$ cat src/rtl/bldc_driver.sv
// bldc_driver: six-step hall-commutated BLDC gate driver.
// High side is PWM-gated, low side is held for the whole step. Adds a
// soft-start duty ramp, dead time on every commutation, and hall
// connection / sequence-fault detection. All outputs are registered.
module bldc_driver #(
    parameter int PHASE_DRIVER_MAX_COUNTER = 'h1FF,
    parameter int MAX_DUTY_CYCLE           = 'h1FF,
    parameter int MIN_DUTY_CYCLE           = 0,
    parameter int DUTY_CYCLE_STEP_RES      = 1,
    parameter int DEAD_TIME                = 3,
    localparam int DUTY_CYCLE_WIDTH        = $clog2(MAX_DUTY_CYCLE + 1)
) (
    input  logic                        clk,
    input  logic                        reset,
    input  logic                        en,
    input  logic [2:0]                  hall,
    input  logic [DUTY_CYCLE_WIDTH-1:0] duty_cycle,
    output logic [2:0]                  phaseH,
    output logic [2:0]                  phaseL,
    output logic                        connected,
    output logic                        fault
);
    localparam int CNT_W = $clog2(PHASE_DRIVER_MAX_COUNTER + 1);
    localparam int DT_W  = (DEAD_TIME > 0) ? $clog2(DEAD_TIME + 1) : 1;
    localparam int DW    = DUTY_CYCLE_WIDTH;

    // Position of a hall code in the forward sequence; 7 marks 000/111.
    function automatic logic [2:0] seq_idx(input logic [2:0] code);
        case (code)
            3'b001:  seq_idx = 3'd0;
            3'b011:  seq_idx = 3'd1;
            3'b010:  seq_idx = 3'd2;
            3'b110:  seq_idx = 3'd3;
            3'b100:  seq_idx = 3'd4;
            3'b101:  seq_idx = 3'd5;
            default: seq_idx = 3'd7;
        endcase
    endfunction

    function automatic logic [2:0] next_idx(input logic [2:0] idx);
        next_idx = (idx == 3'd5) ? 3'd0 : idx + 3'd1;
    endfunction

    logic [2:0]       hall_s1_q, hall_s1_d;
    logic [2:0]       hs_q, hs_d;
    logic [2:0]       hs_prev_q, hs_prev_d;
    logic             connected_q, connected_d;
    logic             fault_q, fault_d;
    logic [CNT_W-1:0] cnt_q, cnt_d;
    logic [DW-1:0]    duty_q, duty_d;
    logic [DT_W-1:0]  dead_q, dead_d;
    logic [2:0]       phase_h_q, phase_h_d;
    logic [2:0]       phase_l_q, phase_l_d;

    logic [2:0] idx_new, idx_old;
    logic       hs_valid, prev_valid, adjacent, hs_change, blocked, wrap, pwm_on;
    logic [2:0] h_sel, l_sel;
    int         cmd_i, target_i, ramp_i;

    // Next-state logic: sync chain, status, PWM/duty ramp, dead time, gates.
    always_comb begin
        hall_s1_d = hall;
        hs_d      = hall_s1_q;
        hs_prev_d = hs_q;

        idx_new    = seq_idx(hs_q);
        idx_old    = seq_idx(hs_prev_q);
        hs_valid   = (idx_new != 3'd7);
        prev_valid = (idx_old != 3'd7);
        adjacent   = (idx_new == next_idx(idx_old)) || (idx_old == next_idx(idx_new));
        hs_change  = hs_valid && (hs_q != hs_prev_q);

        // 111 is the floating pull-up pattern; 000 is never a legal code.
        connected_d = (hs_q != 3'b111);
        fault_d     = fault_q || (hs_q == 3'b000) || (hs_change && prev_valid && !adjacent);

        blocked = !en || !connected_q || fault_q;

        wrap  = (cnt_q == CNT_W'(PHASE_DRIVER_MAX_COUNTER));
        cnt_d = wrap ? '0 : cnt_q + 1'b1;

        // Zero command means off; anything else is clamped into range.
        cmd_i = int'(duty_cycle);
        if (cmd_i == 0) begin
            target_i = 0;
        end else if (cmd_i < MIN_DUTY_CYCLE) begin
            target_i = MIN_DUTY_CYCLE;
        end else if (cmd_i > MAX_DUTY_CYCLE) begin
            target_i = MAX_DUTY_CYCLE;
        end else begin
            target_i = cmd_i;
        end

        // Ramp up one step per period, drop to a lower target at once.
        ramp_i = int'(duty_q) + DUTY_CYCLE_STEP_RES;
        duty_d = duty_q;
        if (blocked) begin
            duty_d = DW'(MIN_DUTY_CYCLE);
        end else if (wrap) begin
            if (int'(duty_q) < target_i) begin
                duty_d = (ramp_i > target_i) ? DW'(target_i) : DW'(ramp_i);
            end else begin
                duty_d = DW'(target_i);
            end
        end

        // A new valid code (re)starts the all-off window.
        if (hs_change) begin
            dead_d = DT_W'(DEAD_TIME);
        end else if (dead_q != '0) begin
            dead_d = dead_q - 1'b1;
        end else begin
            dead_d = dead_q;
        end

        // Pattern follows hs_prev_q so the old step holds until the
        // dead-time counter has actually been loaded.
        case (hs_prev_q)
            3'b001:  begin h_sel = 3'b001; l_sel = 3'b010; end
            3'b011:  begin h_sel = 3'b001; l_sel = 3'b100; end
            3'b010:  begin h_sel = 3'b010; l_sel = 3'b100; end
            3'b110:  begin h_sel = 3'b010; l_sel = 3'b001; end
            3'b100:  begin h_sel = 3'b100; l_sel = 3'b001; end
            3'b101:  begin h_sel = 3'b100; l_sel = 3'b010; end
            default: begin h_sel = 3'b000; l_sel = 3'b000; end
        endcase

        pwm_on    = int'(cnt_q) < int'(duty_q);
        phase_h_d = 3'b000;
        phase_l_d = 3'b000;
        if (!blocked && (dead_q == '0)) begin
            phase_h_d = pwm_on ? h_sel : 3'b000;
            phase_l_d = l_sel;
        end
    end

    // State registers; sync chain resets to the disconnected code so the
    // release from reset never looks like a 000 fault.
    always_ff @(posedge clk) begin
        if (reset) begin
            hall_s1_q   <= 3'b111;
            hs_q        <= 3'b111;
            hs_prev_q   <= 3'b111;
            connected_q <= 1'b0;
            fault_q     <= 1'b0;
            cnt_q       <= '0;
            duty_q      <= '0;
            dead_q      <= '0;
            phase_h_q   <= 3'b000;
            phase_l_q   <= 3'b000;
        end else begin
            hall_s1_q   <= hall_s1_d;
            hs_q        <= hs_d;
            hs_prev_q   <= hs_prev_d;
            connected_q <= connected_d;
            fault_q     <= fault_d;
            cnt_q       <= cnt_d;
            duty_q      <= duty_d;
            dead_q      <= dead_d;
            phase_h_q   <= phase_h_d;
            phase_l_q   <= phase_l_d;
        end
    end

    assign phaseH    = phase_h_q;
    assign phaseL    = phase_l_q;
    assign connected = connected_q;
    assign fault     = fault_q;

endmodule

$ cat config.mk
export PLATFORM = sky130hd
export DESIGN_NAME = bldc_driver
export DESIGN_NICKNAME = d
export VERILOG_FILES = /design/src/rtl/bldc_driver.sv
export SDC_FILE = /design/constraint.sdc
export NUM_CORES = 1
export LEC_CHECK = 0
export BUFFER_PORTS_ARGS = -buffer_cell sky130_fd_sc_hd__buf_2
export CORE_MARGIN = 2
export CORE_UTILIZATION = 55
export DETAILED_ROUTE_END_ITERATION = 7
export PLACE_DENSITY_LB_ADDON = 0.12
export SYNTH_ARGS = -nofsm -noshare
export SYNTH_HDL_FRONTEND = slang
export SYNTH_SLANG_ARGS = --single-unit
export TNS_END_PERCENT = 20
$ cat constraint.sdc
create_clock -name clk -period 5.9 [get_ports clk]
set_input_delay 0.59 -clock clk [delete_from_list [all_inputs] [get_ports clk]]
set_output_delay 0.59 -clock clk [all_outputs]
set_load 0.05 [all_outputs]
==> results.toml <==
[status]
status = "finished clean"

[synth]
async_flop_share_pct = 0
synth_area_per_cell_um2 = 8.34
synth_top_cell_by_area = "dfxtp_1"
synthTopCellsByCount = "dfxtp_1, ha_1, inv_1"
post-synth-top-count-cell = "dfxtp_1"
synth_cells = 300
synth_nets = 345
yosys_warnings = 0
ys_seq_elements = 37
synth_ff_type = "dfxtp_1"
synth.distinct_cells = 50
synth_edf_count = 0
netlist_area_mm2 = 0.00250
yosys-top-cells-area = "dfxtp_1, ha_1, inv_1, xnor2_1, nand3_1"
seq_area_frac_synth_pct = 29.6
synth_top_cell_area_share_pct = 29.6

[floorplanning]
die_area_mm2 = 0.00510
dieWidth_um = 71.4
pin_count = 23
coreArea_mm2 = 0.00435
rows = 24
chipHeight_um = 71.4
initial_core_util_pct = 57.4

[sta]
final.min_clock_period_ps = 3170
slew_headroom_pct = 47.2
timing.fmax_ghz = 0.316
drv_slew = 0
setup-violations-final = 0
hold_viol = 0
setup_tns_ps = 0
worst_pin_slew_ps = 793
finalCritPeriodShare_pct = 53.7
fin_hold_ws_ps = 412
clock_skew_ps = 5.20
rsz0062_at_grt = "false"

[power_and_ir_drop]
power_frac_clock_pct = 34.0
powerDensity_mw_per_mm2 = 197
netSwitchingPower_w = 0.000148
comb_power_share_pct = 15.2
vdd_drop_max_mv = 0.141
p_sw_share_pct = 27.7
seqPwrFrac_pct = 50.8
p_leak_nw = 1.15
p_int_w = 0.000385
report.power.total_w = 0.000533

[cells_and_area]
final_nets = 357
fin_util_pct = 62.0
insertedDiodeCount = 0
flow.area_growth_from_synthesis_pct = 7.95
drive_gt1_share_pct = 15.7

[drt]
dr.pass1.iters = 5
routedWlPerCell_um = 13.6
viasPerCell = 5.75
ant_nets = 0
vias = 2097
drc_errors = 0
wl_mm = 4.96
drt_iter0_markers = 213

[grt]
grtUsageTotal_pct = 21.0
grt-ovfl-total = 0
grt_pass1_vias = 1902
grt_antenna_before_repair = 0
grt_max_degree = 24
grt_first_pass_wirelength_mm = 8.58

[min_path]
min_to = "hs_prev_d[2]"
holdPathStages = 1
worstHoldStart = "hall_s1_q[2]"
hold_path_class = "flip-flop to flip-flop"

[setup_path]
r2r-end = "duty_q[8]"
crit-reg2reg-launch = "duty_q[0]"
startpoint_type = "flip-flop"
crit_fanout = 23
cp.arrival_ps = 3360
critical_path_class = "flip-flop to flip-flop"
critPathCaptureType = "flip-flop"
critPathRequiredTime_ps = 6090
ff2ff_setup_slack_ps = 2730
ff2ff_path_depth = 13

[place]
hpwlAfterDp_mm = 3.76
portBuffers = 22
place_congestion = 0.820

[clock_tree]
numCtsBuffers = 5
cts_root_buf = "clkbuf_8"
clock_sinks = 37
clk_latency_ps = 290
clk_pin_slew_ps = 80
cts_setup_buffers = 0
cts_buffer_depth = 2
cts.repair.resized = 0
htree_levels = 2
postCtsHoldBufs = 0
cts_tree = "yes"

[flow_run]
max_cap_viol_count = 0
area by class of cell:
type	count	area [µm²]
clock buffer	5	68.8
clock inverter	3	21.3
fill	389	1650
inverter	26	97.6
multi-input combinational	219	1590
sequential	37	741
tap	52	65.1
timing repair buffer	23	118
per-stage QoR:
step,setup WS [ps],std cells,instance area [µm²]
6_report,2730,365,2700
3_5_place_dp,2760,357,2610
5_1_grt,2420,365,2700
3_3_place_gp,2910,357,2610
4_1_cts,2750,365,2700
2_1_floorplan,3150,300,2500
worst max path at each step:
stage / start / endpoint / cells after the start
4_1_cts: duty_q[0] / duty_q[8] / 13
3_3_place_gp: duty_q[0] / duty_q[8] / 13
3_5_place_dp: duty_q[0] / duty_q[8] / 13
5_1_grt: duty_q[0] / duty_q[8] / 13
2_1_floorplan: duty_q[0] / duty_q[1] / 13
6_report: duty_q[0] / duty_q[8] / 13
worst max-delay path: stages, from the launching register on:
cell and delay [ps]:
dfxtp_1 460, ha_1 280, and3_1 240, nand3_2 140, xnor2_1 160, ha_1 300
nand4_1 120, nor4_1 340, nand2_1 90, o221a_2 130, nor3_2 140, buf_4 270
nor4_1 80, a311o_1 320
kinds of logic (layout without fill, tap and decap cells):
| group | count (synthesis) | count (layout) | share of synthesized area [%] |
|---|---|---|---|
| compound gates | 64 | 64 | 17.7 |
| xor+xnor | 17 | 17 | 5.95 |
| fa+ha+maj | 30 | 30 | 15.0 |
| buf+inv | 44 | 57 | 6.85 |
| flops | 37 | 37 | 29.6 |
| mux | 3 | 3 | 1.25 |
| simple gates | 105 | 105 | 23.6 |
registers in the layout, summed over array words and instances (netlist names), 2 cells and up:
register / cells
hs_prev_d: 3
hall_s1_q: 3
phaseH: 3
phaseL: 3
hs_prev_q: 3
cnt_q: 9
dead_q: 2
duty_q: 9
power groups by stage:
stage               Combinational, W  Sequential, W  Clock, W
floorplan                  0.0000642       0.000276         0
global placement           0.0000788       0.000277         0
detailed placement         0.0000806       0.000277         0
CTS                        0.0000814       0.000271  0.000188
global route               0.0000909       0.000273  0.000194
finish                     0.0000810       0.000271  0.000181
cells in the final DEF (no fill, tap or decap), types with 4 or more instances in the layout:
master,Yosys,layout
nor4_1,7,7
ha_1,30,30
a21oi_1,13,13
buf_2,1,22
o21ai_0,12,12
inv_1,26,26
dfxtp_1,37,37
xor2_1,7,7
or3_1,5,5
a32oi_1,7,7
nand2_1,17,17
nand4_1,6,6
o211ai_1,9,9
and3_1,4,4
nor2_1,20,20
a31oi_1,4,4
xnor2_1,10,10
nand3_1,15,15
or2_2,10,10
clkbuf_8,0,5
a21o_1,4,4
per-layer routing:
layer / part of all wire [%] / vias up / GRT usage (%)
li1: - / 1102 / -
met1: 52 / 938 / 29.7
met2: 43 / 50 / 32.7
met3: 3.7 / 7 / 3.66
met4: 1.1 / 0 / 6.92
met5: 0 / - / 0
(Power assumes the default switching activity.)
